### config.mk
export PLATFORM = sky130hd
export DESIGN_NAME = decode_stage
export DESIGN_NICKNAME = d
export VERILOG_FILES = /design/src/rtl/decode_stage.sv
export SDC_FILE = /design/constraint.sdc
export NUM_CORES = 1
export LEC_CHECK = 0
export CAP_MARGIN = 20
export CORE_UTILIZATION = 46
export DETAILED_ROUTE_END_ITERATION = 10
export GPL_ROUTABILITY_DRIVEN = 0
export PLACE_DENSITY = 0.89
export RECOVER_POWER = 50
export SLEW_MARGIN = 15
export SYNTH_ARGS = -nofsm -noshare
export SYNTH_HDL_FRONTEND = slang
export SYNTH_SLANG_ARGS = --single-unit
### constraint.sdc
create_clock -name clk -period 6.9 [get_ports clk]
set_clock_uncertainty 0.15 [all_clocks]
set_input_delay 1.38 -clock clk [delete_from_list [all_inputs] [get_ports clk]]
set_output_delay 1.38 -clock clk [all_outputs]
set_load 0.01 [all_outputs]
### src/rtl/decode_stage.sv
// decode_stage: decodes a fixed A64 integer subset into reg_file controls,
// an op code and an extended immediate, held in a single-entry
// valid/ready pipeline register with stall and flush.
module decode_stage (
    input  logic        clk,
    input  logic        reset,
    input  logic        in_valid,
    output logic        in_ready,
    input  logic [31:0] in_instr,
    input  logic [63:0] in_pc,
    input  logic        flush,
    output logic        out_valid,
    input  logic        out_ready,
    output logic [63:0] out_pc,
    output logic [4:0]  Read_register_1,
    output logic [4:0]  Read_register_2,
    output logic [4:0]  Write_register,
    output logic        RegWrite,
    output logic        UseSP,
    output logic        alu_src,
    output logic [3:0]  op,
    output logic [63:0] imm,
    output logic        illegal
);

    typedef enum logic [3:0] {
        OP_NOP  = 4'd0,
        OP_ADD  = 4'd1,
        OP_SUB  = 4'd2,
        OP_LDUR = 4'd3,
        OP_STUR = 4'd4,
        OP_MOVZ = 4'd5,
        OP_CBZ  = 4'd6,
        OP_B    = 4'd7
    } op_e;

    logic [4:0]  rd;
    logic [4:0]  rn;
    logic [4:0]  rm;
    op_e         d_op;
    logic [4:0]  d_rr1;
    logic [4:0]  d_rr2;
    logic [4:0]  d_wr;
    logic        d_rw;
    logic        d_sp;
    logic        d_alu;
    logic        d_ill;
    logic [63:0] d_imm;
    logic        want_wr;
    logic        accept;

    assign rd = in_instr[4:0];
    assign rn = in_instr[9:5];
    assign rm = in_instr[20:16];

    assign in_ready = !out_valid || out_ready;
    assign accept   = in_valid && in_ready && !flush;

    // Combinational decode of the presented instruction; first match wins.
    always_comb begin
        d_op    = OP_NOP;
        d_rr1   = rn;
        d_rr2   = 5'd31;
        d_wr    = 5'd31;
        d_rw    = 1'b0;
        d_sp    = 1'b0;
        d_alu   = 1'b0;
        d_ill   = 1'b0;
        d_imm   = '0;
        want_wr = 1'b0;
        if ((in_instr & 32'hFF800000) == 32'h91000000 ||
            (in_instr & 32'hFF800000) == 32'hD1000000) begin
            d_op    = in_instr[30] ? OP_SUB : OP_ADD;
            d_imm   = {52'd0, in_instr[21:10]} << (in_instr[22] ? 6'd12 : 6'd0);
            d_sp    = 1'b1;
            d_alu   = 1'b1;
            want_wr = 1'b1;
        end else if ((in_instr & 32'hFFE0FC00) == 32'h8B000000 ||
                     (in_instr & 32'hFFE0FC00) == 32'hCB000000) begin
            d_op    = in_instr[30] ? OP_SUB : OP_ADD;
            d_rr2   = rm;
            want_wr = 1'b1;
        end else if ((in_instr & 32'hFFE00C00) == 32'hF8400000) begin
            d_op    = OP_LDUR;
            d_imm   = {{55{in_instr[20]}}, in_instr[20:12]};
            d_sp    = 1'b1;
            d_alu   = 1'b1;
            want_wr = 1'b1;
        end else if ((in_instr & 32'hFFE00C00) == 32'hF8000000) begin
            // One UseSP bit cannot mean SP for Rn and XZR for Rt at once.
            if (rn == 5'd31 && rd == 5'd31) begin
                d_ill = 1'b1;
            end else begin
                d_op  = OP_STUR;
                d_rr2 = rd;
                d_imm = {{55{in_instr[20]}}, in_instr[20:12]};
                d_sp  = (rn == 5'd31);
                d_alu = 1'b1;
            end
        end else if ((in_instr & 32'hFF800000) == 32'hD2800000) begin
            d_op    = OP_MOVZ;
            d_imm   = {48'd0, in_instr[20:5]} << {in_instr[22:21], 4'b0000};
            d_alu   = 1'b1;
            want_wr = 1'b1;
        end else if ((in_instr & 32'hFF000000) == 32'hB4000000) begin
            d_op  = OP_CBZ;
            d_rr1 = rd;
            d_imm = {{43{in_instr[23]}}, in_instr[23:5], 2'b00};
        end else if ((in_instr & 32'hFC000000) == 32'h14000000) begin
            d_op  = OP_B;
            d_imm = {{36{in_instr[25]}}, in_instr[25:0], 2'b00};
        end else begin
            d_ill = 1'b1;
        end
        // A write to register 31 in XZR mode is dropped.
        if (want_wr && !(rd == 5'd31 && !d_sp)) begin
            d_rw = 1'b1;
            d_wr = rd;
        end
    end

    // Pipeline register: flush beats accept, accept beats consume; stall holds.
    always_ff @(posedge clk or posedge reset) begin
        if (reset) begin
            out_valid       <= 1'b0;
            out_pc          <= '0;
            op              <= OP_NOP;
            imm             <= '0;
            Read_register_1 <= 5'd31;
            Read_register_2 <= 5'd31;
            Write_register  <= 5'd31;
            RegWrite        <= 1'b0;
            UseSP           <= 1'b0;
            alu_src         <= 1'b0;
            illegal         <= 1'b0;
        end else if (flush) begin
            out_valid <= 1'b0;
        end else if (accept) begin
            out_valid       <= 1'b1;
            out_pc          <= in_pc;
            op              <= d_op;
            imm             <= d_imm;
            Read_register_1 <= d_rr1;
            Read_register_2 <= d_rr2;
            Write_register  <= d_wr;
            RegWrite        <= d_rw;
            UseSP           <= d_sp;
            alu_src         <= d_alu;
            illegal         <= d_ill;
        end else if (out_valid && out_ready) begin
            out_valid <= 1'b0;
        end
    end

endmodule

==> results by group, run 1 <==
STA
  • Setup TNS: 0 ns
  • Final Hold Fails: 0
  • Slew headroom: -1.62
  • Max Freq: 211 MHz
  • Period utilization: 0.687
  • RSZ-0062 raised after global routing: false
  • Least-Margin Pin Slew: 3.91 ns
  • Max Slew Vio Count: 92
  • # setup viols final: 0
  • Worst setup slack after layout: 2.16 ns
  • Tmin final: 4.74 ns

Pwr
  • Clock power frac: 0.383
  • Comb pwr share: 0.185
  • Sw Ratio: 0.265
  • Power per cell area: 227 mW/mm^2
  • Worst IR drop on VDD: 0.000173 V
  • Sw power: 622 uW
  • Seq pwr share: 0.432
  • Lkg Pwr: 4.75 nW
  • Power Total: 2.35 mW
  • Internal power component: 1.73 mW

Logic synthesis
  • Synthesized area per cell: 9.01 um^2
  • Syn. warnings: 0
  • Register area share after synthesis: 0.521
  • #FFs+latches synth: 151
  • Main synth FF type: dfrtp_1
  • Post-synthesis async set-or-reset flop share: 1.00
  • Syn Inst Count: 809
  • Post-synth EDFFs: 0
  • Syn_nets: 910
  • Yosys cell types: 66
  • Mapped Area: 0.00729 mm^2

Floorplan
  • Die width: 128 um
  • FP Rows: 45
  • CORE AREA: 0.0153 mm^2
  • Starting Density: 0.476
  • Die ar.: 0.0164 mm^2
  • I/O pin cnt: 254
  • Die Y: 128 um

Setup path
  • CP startpoint kind: input port
  • Req. time, crit path: 7.22 ns
  • Reg-to-Reg End: imm[19]
  • Worst-case reg-to-reg path depth: 6
  • CP max FO: 91
  • Critical R2R Launch: out_valid
  • Slowest cell delay on critical path: 2.19 ns
  • Crit end category: async pin
  • Arrival @ worst endpoint: 5.05 ns
  • CP max stage cell: clkinvlp_2
  • R2R Setup Slk: 4.22 ns
  • Setup CP Type: in -> async
  • Crit path cell chain: dlygate4sd3_1 -> clkinvlp_2 -> buf_4

Job
  • Max-cap violations: 1

Clock network
  • Hold buffer count at CTS: 0
  • Post-CTS Resized: 0
  • CTS Sinks: 151
  • Clk Tree Root Cell: clkbuf_16
  • Clock buffer count from CTS: 17
  • CTS clk-pin slew, worst paths: 0.06 ns
  • Setup bufs post-CTS: 0
  • Clock Latency Late Sink: 0.41 ns
  • Clock Path Buffers: 2
  • H-Tree Depth: 4
  • CTS tree: yes

Layout
  • Final Cell Area: 0.0104 mm^2
  • Share of cells above drive strength 1: 0.0750
  • Filler Cell Count: 1175
  • Area growth syn-to-layout: 42.0%
  • NumNets Final: 1114
  • Antenna cells: 0

Drt
  • Total number of vias: 7050
  • Post-Route WL: 23.3 mm
  • Drt initial violations: 697
  • # DRC: 0
  • 1st-pass router iterations: 6
  • Via/cell ratio: 5.70
  • WL per Instance: 18.8 um
  • Antenna viol nets, final: 0

Outcome
  • Failing checks: capacitance limit, slew limit
  • Status: finished, violations left

GRT
  • All-Layer GR Usage: 0.290
  • Initial antenna violation count: 0
  • First-pass GRT wire length: 36.4 mm
  • Total congestion overflow: 0
  • Pin count of the biggest net entering global routing: 93
  • Vias in the first global route: 6750

Hold path
  • Hold Path Sink: out_pc[43]
  • Worst hold path startpoint: out_pc[43]
  • Hold path depth: 2
  • Hold Crit Class: reg -> reg

Place
  • Placed cell areas: 0.00976 mm^2
  • DP HPWL: 15.8 mm
  • Post-placement setup slack: 2.35 ns
  • Buffers on Ports: 252
logic make-up (layout without fill, tap and decap cells):
family	Yosys count	count (layout)	share of synthesized area
compound gates	162	162	0.172
mux	5	5	0.00686
buf+inv	79	296	0.0563
flops	151	151	0.521
simple gates	411	411	0.244
other cells	1	1	0.000514
power by group through the flow:
stage	registers (mW)	logic (mW)	clock network, mW
2_1_floorplan	1.07	0.145	0
3_3_place_gp	1.03	0.452	0
3_5_place_dp	1.03	0.461	0
4_1_cts	1.02	0.464	0.907
5_1_grt	1.03	0.471	0.950
6_report	1.02	0.435	0.899
layout make-up:
| class | instances | area, um^2 | area share |
|---|---|---|---|
| Clock buffer | 25 | 505 | 0.0488 |
| Clock inverter | 7 | 67.6 | 0.00652 |
| Inverter | 3 | 12.5 | 0.00121 |
| Multi-Input combinational cell | 579 | 3120 | 0.301 |
| Sequential cell | 151 | 3800 | 0.367 |
| Tap cell | 211 | 264 | 0.0255 |
| Timing Repair Buffer | 261 | 2590 | 0.250 |
stage by stage:
step	util	std cells	hold slack, ns
CTS	0.675	1236	0.326
floorplan	-	809	0.334
global route	0.676	1237	0.338
global placement	0.637	1204	0.306
finish	0.676	1237	0.316
detailed placement	0.637	1204	0.311
critical path, delay by kind of cell:
family | cells | cell delay (ns)
buffers and inverters | 3 | 3.63
cell usage after synthesis (7+ instances only):
master	instances	area, um^2
nand3_1	9	45.0
dfstp_2	15	394
a22oi_1	20	150
dfrtp_1	136	3400
a221o_1	18	180
o21ai_0	22	110
buf_2	9	45.0
nor2_1	22	82.6
a22o_1	43	377
clkbuf_1	44	165
a221oi_1	10	87.6
nor3_1	7	35.0
nand2_1	323	1210
a21oi_1	21	105
cells in the final DEF (no fill, tap or decap), types with 9 or more instances in the layout:
cell             Yosys  routed
dfstp_2             15      15
clkdlybuf4s50_1      0     114
dfrtp_1            136     136
a22oi_1             20      20
o21ai_0             22      22
nand3_1              9       9
a22o_1              43      43
a221o_1             18      18
buf_4                4       9
clkbuf_16            0      17
a221oi_1            10      10
dlygate4sd3_1        2     138
a21oi_1             21      21
nor2_1              22      22
nand2_1            323     323
registers in the layout (all words and copies together), names as in the netlist:
name,flops
imm,64
out_pc,64
Read_register_1,5
Read_register_2,5
Write_register,5
op,3
RegWrite,1
UseSP,1
alu_src,1
illegal,1
out_valid,1
per-layer routing:
metal	global-route usage	vias up	share of wire
li1	-	3186	-
met1	0.370	3341	0.38
met2	0.462	435	0.48
met3	0.0710	88	0.10
met4	0.142	0	0.039
met5	0	-	0
how the worst max path moves through the flow:
stage / to / startpoint / slack (ns) / cells after the start
after floorplan: RegWrite / reset / 1.33 / 1
after global placement: imm[29] / in_instr[25] / 2.49 / 7
after detailed placement: imm[39] / in_instr[23] / 2.35 / 7
after CTS: in_ready / out_ready / 2.70 / 4
after global routing: imm[59] / reset / 1.45 / 3
final: imm[58] / reset / 2.16 / 3
No activity file was read; power rests on OpenSTA's default activity.
==> run 2, diff against run 1 <==
--- a/config.mk
+++ b/config.mk
@@ -6,10 +6,10 @@
 export NUM_CORES = 1
 export LEC_CHECK = 0
 export CAP_MARGIN = 20
-export CORE_UTILIZATION = 46
+export CORE_UTILIZATION = 41
 export DETAILED_ROUTE_END_ITERATION = 10
 export GPL_ROUTABILITY_DRIVEN = 0
-export PLACE_DENSITY = 0.89
+export PLACE_DENSITY = 0.85
 export RECOVER_POWER = 50
 export SLEW_MARGIN = 15
 export SYNTH_ARGS = -nofsm -noshare
==> constraint.sdc (replaced) <==
create_clock -name clk -period 4.35 [get_ports clk]
set_clock_uncertainty 0.15 [all_clocks]
set_input_delay 0.87 -clock clk [delete_from_list [all_inputs] [get_ports clk]]
set_output_delay 0.87 -clock clk [all_outputs]
set_load 0.01 [all_outputs]
==> run 2 against run 1 <==
  * Register-to-register slack lost 2.8 ns
  * Utilization shrank 7.1 points
  * Via count shrank 0.13%
  * Sequential power grew 58%
  * Design area grew 1.4%
  * The flow still finishes with violations (capacitance limit, slew limit)
  * Final cell count grew 2.6%
  * Critical path type is now in -> reg
  * Critical endpoint is now op[2]
  * Hold slack lost 0.0012 ns
  * Routed wire length grew 3.0%
  * Non-clock buffer count grew 18
  * Total power grew 60%
  * Setup slack lost 1.4 ns
==> results by group, run 2 (synthesis gave the netlist of run 1 again) <==
Setup path
  • Reg-to-Reg End: op[2]
  • Crit path cell chain: dlygate4sd3_1 -> nor2b_1 -> inv_1 -> nand3b_4 -> clkbuf_1 -> o21ai_0
  • Crit path buffers/inverters: 3
  • CP max stage cell: clkbuf_1
  • CP max FO: 44
  • Arrival @ worst endpoint: 3.64 ns
  • Worst-case reg-to-reg path depth: 5
  • Req. time, crit path: 4.42 ns
  • Setup CP Type: in -> reg
  • Slowest cell delay on critical path: 1.33 ns
  • Top delay family on crit path: buffers and inverters
  • Crit end category: flop
  • Critical R2R Launch: out_valid
  • R2R Setup Slk: 1.41 ns
  • CP startpoint kind: input port

Layout
  • Area growth syn-to-layout: 44.0%
  • NumNets Final: 1132
  • Final std cells w/o fill: 1269
  • Regs by FF count: imm (64), out_pc (64)
  • Most common cell after layout, fill and taps aside: nand2_1
  • Filler Cell Count: 1452
  • Most frequent cells in the layout: nand2_1, clkdlybuf4s50_1, dfrtp_1
  • Share of cells above drive strength 1: 0.0881
  • Antenna cells: 0
  • Final Cell Area: 0.0105 mm^2
  • Layout Utilization: 0.605

Floorplan
  • Die width: 135 um
  • Die ar.: 0.0183 mm^2
  • I/O pin cnt: 254
  • FP Rows: 48
  • CORE AREA: 0.0174 mm^2
  • Starting Density: 0.420
  • Die Y: 135 um

Pwr
  • Sw power: 1.01 mW
  • Comb pwr share: 0.191
  • Worst IR drop on VDD: 0.000246 V
  • Internal power component: 2.75 mW
  • Sw Ratio: 0.269
  • Lkg Pwr: 4.66 nW
  • Clock power frac: 0.379
  • Power per cell area: 358 mW/mm^2
  • Power Total: 3.76 mW
  • Seq pwr share: 0.429

GRT
  • First-pass GRT wire length: 36.2 mm
  • Total congestion overflow: 0
  • Vias in the first global route: 6670
  • Pin count of the biggest net entering global routing: 93
  • All-Layer GR Usage: 0.259
  • Initial antenna violation count: 0

STA
  • Worst setup slack after layout: 0.780 ns
  • Tmin final: 3.57 ns
  • Slew headroom: -0.201
  • # setup viols final: 0
  • Hold slack: 0.315 ns
  • RSZ-0062 raised after global routing: false
  • Setup TNS: 0 ns
  • Max Freq: 280 MHz
  • Final Hold Fails: 0
  • Max Slew Vio Count: 120
  • Least-Margin Pin Slew: 1.80 ns
  • Period utilization: 0.821

Clock network
  • CTS clk-pin slew, worst paths: 0.06 ns
  • Clk Tree Root Cell: clkbuf_16
  • CTS tree: yes
  • Hold buffer count at CTS: 0
  • Clock Latency Late Sink: 0.42 ns
  • H-Tree Depth: 4
  • Clock Path Buffers: 2
  • Clock buffer count from CTS: 17
  • CTS Sinks: 151
  • Setup bufs post-CTS: 0
  • Post-CTS Resized: 0

Hold path
  • Worst hold path startpoint: out_pc[25]
  • Hold Crit Class: reg -> reg
  • Hold path depth: 2
  • Hold Path Sink: out_pc[25]

Outcome
  • Failing checks: capacitance limit, slew limit
  • Status: finished, violations left

Drt
  • # DRC: 0
  • Post-Route WL: 24.0 mm
  • Total number of vias: 7041
  • 1st-pass router iterations: 6
  • WL per Instance: 18.9 um
  • Via/cell ratio: 5.55
  • Drt initial violations: 692
  • Antenna viol nets, final: 0

Place
  • Buffers on Ports: 252
  • DP HPWL: 16.4 mm
  • Inst Count DP: 1237
  • Post-placement setup slack: 0.748 ns
  • Placed cell areas: 0.00996 mm^2

Job
  • Max-cap violations: 3
[run 2: changes by cell type in the layout (fill, tap and decap cells not counted), sizes merged]
| cell | change |
|---|---|
| clkinv | +2 |
| clkdlybuf4s50 | +66 |
| clkinvlp | +3 |
| bufinv | +1 |
| buf | +15 |
| dlygate4sd3 | -66 |
| clkbuf | -3 |
[run 2: routing by layer]
metal / up-vias / GRT usage / wire (um)
met5: - / 0 / 0
met4: 0 / 0.144 / 1140
met3: 85 / 0.0692 / 2110
met2: 413 / 0.402 / 11300
met1: 3331 / 0.328 / 9470
li1: 3212 / - / -
[run 2: how the worst max path moves through the flow]
stage	endpoint	from	cells past startpoint
3_5_place_dp	imm[39]	in_instr[25]	7
6_report	op[2]	out_ready	6
3_3_place_gp	imm[29]	in_instr[25]	7
4_1_cts	in_ready	out_ready	4
5_1_grt	op[2]	out_ready	6
2_1_floorplan	RegWrite	reset	1
[run 2: final cells by class]
type	instances	area [um^2]	share of cell area
clock buffer	19	433	0.0412
clock inverter	13	134	0.0128
inverter	3	12.5	0.00119
multi-input combinational	579	3100	0.295
sequential	151	3800	0.362
tap	225	282	0.0268
timing repair buffer	279	2740	0.261
[run 2: power groups by stage]
stage / Sequential (mW) / Clock [mW] / Combinational (mW)
6_report: 1.61 / 1.43 / 0.719
5_1_grt: 1.63 / 1.51 / 0.772
4_1_cts: 1.62 / 1.45 / 0.750
3_5_place_dp: 1.64 / 0 / 0.747
3_3_place_gp: 1.63 / 0 / 0.732
2_1_floorplan: 1.70 / 0 / 0.231
[run 2: tightest hold or removal path, delay by kind of cell (launching register included)]
family        cells  cell delay (ns)
simple gates      2             0.10
flops             1             0.34
